<file path="src/rtl/manycore_endpoint_codec.sv">
// Manycore tile network endpoint: a receive FIFO whose head is decoded into
// remote-store / freeze / unfreeze commands, and a zero-latency encoder for core stores.
module manycore_endpoint_codec #(
  parameter int x_cord_width_p = 5,
  parameter int y_cord_width_p = 5,
  parameter int data_width_p   = 32,
  parameter int addr_width_p   = 32,
  parameter int fifo_els_p     = 4,
  localparam int M = data_width_p / 8,
  localparam int P = 2 + M + addr_width_p + data_width_p
                     + 2 * (x_cord_width_p + y_cord_width_p)
) (
  input  logic                      clk_i,
  input  logic                      reset_i,
  input  logic                      v_i,
  input  logic [P-1:0]              data_i,
  output logic                      ready_o,
  input  logic                      yumi_i,
  output logic                      pkt_v_o,
  output logic                      pkt_remote_store_o,
  output logic                      pkt_freeze_o,
  output logic                      pkt_unfreeze_o,
  output logic                      pkt_unknown_o,
  output logic [data_width_p-1:0]   store_data_o,
  output logic [addr_width_p-1:0]   store_addr_o,
  output logic [M-1:0]              store_mask_o,
  output logic [x_cord_width_p-1:0] from_x_cord_o,
  output logic [y_cord_width_p-1:0] from_y_cord_o,
  input  logic                      enc_v_i,
  input  logic                      enc_we_i,
  input  logic [addr_width_p-1:0]   enc_addr_i,
  input  logic [data_width_p-1:0]   enc_data_i,
  input  logic [M-1:0]              enc_mask_i,
  input  logic [x_cord_width_p-1:0] my_x_i,
  input  logic [y_cord_width_p-1:0] my_y_i,
  output logic                      v_o,
  output logic [P-1:0]              data_o,
  output logic                      ret_store_cntr_o
);

  localparam int X  = x_cord_width_p;
  localparam int Y  = y_cord_width_p;
  localparam int PW = (fifo_els_p > 1) ? $clog2(fifo_els_p) : 1;
  localparam int CW = $clog2(fifo_els_p + 1);

  localparam int FX_LSB   = X + Y;
  localparam int FY_LSB   = 2 * X + Y;
  localparam int DATA_LSB = 2 * (X + Y);
  localparam int ADDR_LSB = DATA_LSB + data_width_p;
  localparam int MASK_LSB = ADDR_LSB + addr_width_p;
  localparam int OP_LSB   = MASK_LSB + M;

  // Keeps only the in-tile offset of a remote address
  localparam logic [addr_width_p-1:0] ADDR_KEEP = {addr_width_p{1'b1}} >> (1 + X + Y);

  logic [P-1:0]    r_mem [fifo_els_p];
  logic [PW-1:0]   r_rd_ptr;
  logic [PW-1:0]   r_wr_ptr;
  logic [CW-1:0]   r_count;

  logic            w_full;
  logic            w_empty;
  logic            w_enq;
  logic            w_deq;
  logic [P-1:0]    w_head;
  logic [1:0]      w_op;
  logic            w_unused_dst;

  assign w_full  = (r_count == CW'(fifo_els_p));
  assign w_empty = (r_count == '0);

  // Both handshakes are masked while reset is held so nothing leaks through
  assign ready_o = reset_i & ~w_full;
  assign pkt_v_o = reset_i & ~w_empty;
  assign w_enq   = v_i & ready_o;
  assign w_deq   = yumi_i & pkt_v_o;

  always_ff @(posedge clk_i) begin
    if (!reset_i) begin
      r_rd_ptr <= '0;
      r_wr_ptr <= '0;
      r_count  <= '0;
    end else begin
      if (w_enq)
        r_wr_ptr <= (r_wr_ptr == PW'(fifo_els_p - 1)) ? '0 : r_wr_ptr + PW'(1);
      if (w_deq)
        r_rd_ptr <= (r_rd_ptr == PW'(fifo_els_p - 1)) ? '0 : r_rd_ptr + PW'(1);
      case ({w_enq, w_deq})
        2'b10:   r_count <= r_count + CW'(1);
        2'b01:   r_count <= r_count - CW'(1);
        default: r_count <= r_count;
      endcase
    end
  end

  always_ff @(posedge clk_i) begin
    if (w_enq)
      r_mem[r_wr_ptr] <= data_i;
  end

  assign w_head        = r_mem[r_rd_ptr];
  assign w_op          = w_head[OP_LSB +: 2];
  assign store_mask_o  = w_head[MASK_LSB +: M];
  assign store_addr_o  = w_head[ADDR_LSB +: addr_width_p];
  assign store_data_o  = w_head[DATA_LSB +: data_width_p];
  assign from_y_cord_o = w_head[FY_LSB +: Y];
  assign from_x_cord_o = w_head[FX_LSB +: X];
  // Destination coordinates have already done their job in the mesh
  assign w_unused_dst  = ^w_head[X+Y-1:0];

  always_comb begin
    pkt_remote_store_o = 1'b0;
    pkt_freeze_o       = 1'b0;
    pkt_unfreeze_o     = 1'b0;
    pkt_unknown_o      = 1'b0;
    if (pkt_v_o) begin
      if (w_op == 2'b01)
        pkt_remote_store_o = 1'b1;
      else if ((w_op == 2'b10) && (store_addr_o == '0)) begin
        if (store_data_o[0])
          pkt_freeze_o = 1'b1;
        else
          pkt_unfreeze_o = 1'b1;
      end else
        pkt_unknown_o = 1'b1;
    end
  end

  logic                      w_remote;
  logic [Y-1:0]              w_dst_y;
  logic [X-1:0]              w_dst_x;
  logic [addr_width_p-1:0]   w_enc_addr;

  assign w_remote   = enc_addr_i[addr_width_p-1];
  assign w_dst_y    = enc_addr_i[addr_width_p-2 -: Y];
  assign w_dst_x    = enc_addr_i[addr_width_p-2-Y -: X];
  assign w_enc_addr = enc_addr_i & ADDR_KEEP;

  assign v_o              = enc_v_i & w_remote & enc_we_i;
  assign ret_store_cntr_o = enc_v_i & w_remote & ~enc_we_i;
  assign data_o = v_o ? {2'b01, enc_mask_i, w_enc_addr, enc_data_i,
                         my_y_i, my_x_i, w_dst_y, w_dst_x}
                      : '0;

endmodule

</file>
<file path="config.mk">
export PLATFORM = sky130hd
export DESIGN_NAME = manycore_endpoint_codec
export DESIGN_NICKNAME = d
export VERILOG_FILES = /design/src/rtl/manycore_endpoint_codec.sv
export SDC_FILE = /design/constraint.sdc
export NUM_CORES = 1
export LEC_CHECK = 0
export CAP_MARGIN = 20
export CORE_MARGIN = 2
export CORE_UTILIZATION = 48
export DETAILED_ROUTE_END_ITERATION = 8
export GPL_TIMING_DRIVEN = 0
export HOLD_SLACK_MARGIN = 0.02
export PLACE_DENSITY = 0.8
export SYNTH_ARGS = -nofsm -noshare
export SYNTH_HDL_FRONTEND = slang
export SYNTH_SLANG_ARGS = --single-unit
</file>
<file path="constraint.sdc">
create_clock -name clk_i -period 5.2 [get_ports clk_i]
set_input_delay 1.56 -clock clk_i [delete_from_list [all_inputs] [get_ports clk_i]]
set_output_delay 1.56 -clock clk_i [all_outputs]
set_load 0.02 [all_outputs]
</file>
==> flow_metrics.env <==
export IMPL_status="finished clean"
export IMPL_vias=6981
export IMPL_grt_pass1_vias=7281
export IMPL_ant_nets=0
export IMPL_setup_viol=0
export IMPL_cts_setup_buffers=0
export IMPL_place_gp_congestion=0.849
export IMPL_syn_inst=590
export IMPL_crit_buf_inv=4
export IMPL_overflow=0
export IMPL_synth_xor_area_frac=0.00136
export IMPL_critPathTopFamily="buffers and inverters"
export IMPL_dp_cells=1268
export IMPL_combPwrFrac=0.159
export IMPL_post_drt_wl_per_cell_um=22.8
export IMPL_layout_nets=1146
export IMPL_start_util=0.492
export IMPL_clk_latency_ps=560
export IMPL_yosysWarnings=0
export IMPL_r2r_end="r_mem[2][44]"
export IMPL_yosys_area_share_adder=0.00740
export IMPL_required_ps=3640
export IMPL_yosysTopAreaCellShare=0.748
export IMPL_die_y_um=168
export IMPL_clock_power_share=0.331
export IMPL_tightest_slew_ps=676
export IMPL_hold_path_class="reg2reg"
export IMPL_synth_compound_area_frac=0.00360
export IMPL_syn_area_mm2=0.0128
export IMPL_critPathSlowestCell="clkdlybuf4s50_1"
export IMPL_wl_um=30100
export IMPL_cts_tree="yes"
export IMPL_dp_hpwl_um=21500
export IMPL_grt_pass1_wl_um=44400
export IMPL_drt_pass1_iterations=4
export IMPL_slew_viol_final=0
export IMPL_ys_seq_area_frac=0.762
export IMPL_clk_path_buf_depth=3
export IMPL_worstRegToRegCells=4
export IMPL_ir_worst_vdd_v=0.000313
export IMPL_ys_flop_type="edfxtp_1"
export IMPL_portBuffers=327
export IMPL_synth_top_area_cell="edfxtp_1"
export IMPL_path_cells="clkdlybuf4s50_1, and3_2, clkbuf_2, clkbuf_2, and2_1, clkdlybuf4s50_1"
export IMPL_root_buffer="clkbuf_16"
export IMPL_cts_max_level=1
export IMPL_synthMuxAreaShare=0.146
export IMPL_synth_top_family_by_area="multiplexers"
export IMPL_p_leak_uw=0.00587
export IMPL_synth_common_cells="edfxtp_1 (320), and2_1 (77), mux4_2 (61)"
export IMPL_worst_ep_arrival_time_ps=3520
export IMPL_finalNonFillerCells=1321
export IMPL_skew_ps=17.5
export IMPL_cp_start_kind="input pin"
export IMPL_end_kind="primary output"
export IMPL_fin_crit_ps=5080
export IMPL_maxSlewHeadroom=0.549
export IMPL_power_total_uw=5950
export IMPL_swShare=0.230
export IMPL_powerDensity_mw_per_mm2=337
export IMPL_numCtsBuffers=31
export IMPL_async_reset_ff_frac=0
export IMPL_yosysUniqueCellTypes=36
export IMPL_power_switching_uw=1370
export IMPL_crit_type="in2out"
export IMPL_grt_max_degree=54
export IMPL_ys_ff_latch=329
export IMPL_synth_edf_count=320
export IMPL_clock_sinks=329
export IMPL_n_fill_cell=1696
export IMPL_vias_per_cell=5.28
export IMPL_timing_rr_start="r_count[0]"
export IMPL_critPathMaxStageDelay_ps=610
export IMPL_row_count=59
export IMPL_ff2ff_setup_slack_ps=2930
export IMPL_min_delay_start="r_rd_ptr[1]"
export IMPL_synth_simple_area_share=0.0547
export IMPL_setup_tns_ps=0
export IMPL_p_int_uw=4590
export IMPL_die_area_mm2=0.0281
export IMPL_io_pins=350
export IMPL_synth_area_top_cells="edfxtp_1 (75%), mux4_2 (11%), mux4_1 (3.9%)"
export IMPL_grt_usage=0.212
export IMPL_clkTransAtPathRegs_ps=60
export IMPL_worstHoldPathCells=2
export IMPL_fin_crit_sh=0.977
export IMPL_drc_errors=0
export IMPL_drv_cap=0
export IMPL_antenna_found_initial=5
export IMPL_die_x_um=168
export IMPL_areaGrowthSynthToFinish_pct=37.4
export IMPL_seqPwrFrac=0.509
export IMPL_fp_coreArea_mm2=0.0261
export IMPL_layout_drive_gt1_share=0.147
export IMPL_drt_iter0_drc=482
export IMPL_max_clock_freq_mhz=197
export IMPL_synth_avg_cell_area_um2=21.8
export IMPL_crit_fanout=10
export IMPL_synth_most_common_cell="edfxtp_1"
export IMPL_final_util=0.675
export IMPL_finalHoldViolCount=0
==> cells by family (layout without fill, tap and decap cells) <==
logic type | Yosys count | in the layout
adders and majority gates | 7 | 7
other | 1 | 16
muxes | 80 | 80
and+or+nand+nor | 115 | 115
xor gates and xnor gates | 2 | 2
AOI/OAI and AO/OA | 8 | 8
DFF | 329 | 329
buffers and inverters | 48 | 429
==> per-stage QoR <==
step / hold WS (ps) / cell area, µm² / setup slack [ps]
after global routing: 509 / 17600 / -30.7
after global placement: 469 / 16600 / -1360
final: 478 / 17700 / 120
after CTS: 480 / 17600 / 13.2
after floorplan: 451 / 12900 / 565
after detailed placement: 470 / 16700 / -332
==> placed cells by master (no fill, tap or decap), types with 3 or more instances in the layout <==
master             n
clkinv_2           5
diode_2            4
and2_1            77
nor2_1             5
clkbuf_2           4
nand3_1            5
nor4_1             4
clkinv_1           3
dlymetal6s2s_1     4
clkbuf_16         31
mux4_2            61
inv_1              8
and3_4             4
buf_8              4
buf_16             5
mux4_1            19
conb_1            12
ha_1               6
buf_4             13
a21oi_1            3
buf_2              6
clkbuf_1          17
edfxtp_1         320
nand2_1            6
dfxtp_1            9
clkdlybuf4s50_1  323
==> flip-flops by register name, indices dropped and copies added (netlist names), named ones only <==
register	cells
r_mem	320
r_count	3
r_rd_ptr	2
r_wr_ptr	2
==> final cells by class <==
type	instances	area [µm²]	area share
clock inverter	10	63.8	0.00361
sequential	329	9790	0.555
timing repair buffer	332	3420	0.194
inverter	8	30.0	0.00170
antenna	4	10.0	0.000567
multi-input combinational	224	2820	0.160
tap	335	419	0.0237
buffer	39	288	0.0163
clock buffer	40	810	0.0459
==> tightest hold or removal path: stages (launching register included) <==
cell and delay, ps:
dfxtp_1 310, nand3_1 60, nand2_1 60
==> worst max path at each step <==
stage | start | slack [ps] | depth (start not counted) | endpoint
after floorplan | reset_i | 560 | 3 | r_mem[0][10]
after global placement | reset_i | -1360 | 4 | r_mem[0][19]
after detailed placement | enc_v_i | -330 | 7 | data_o[47]
after CTS | enc_v_i | 10 | 5 | data_o[68]
after global routing | register | -30 | 8 | pkt_unfreeze_o
final | enc_we_i | 120 | 6 | data_o[56]
==> repair_timing <==
action / in CTS / in global routing
cloned: 0 / 0
gates resized for setup: 5 / 8
setup endpoints to repair: 36 / 9
hold buffers: 0 / 0
==> routing by layer <==
| layer | track usage | up-vias | wire length, µm |
|---|---|---|---|
| li1 | - | 3135 | - |
| met2 | 0.384 | 329 | 16100 |
| met1 | 0.231 | 3468 | 10200 |
| met4 | 0.0836 | 2 | 856 |
| met3 | 0.0707 | 47 | 2870 |
| met5 | 0 | - | 20 |
==> power by group through the flow <==
stage	sequential (µW)	clock (µW)	combinational, µW
4_1_cts	3030	2010	962
5_1_grt	3040	2120	1010
2_1_floorplan	3090	0	484
6_report	3030	1970	949
3_3_place_gp	3100	0	932
3_5_place_dp	3090	0	954
Power figures use the tool's default switching activity.
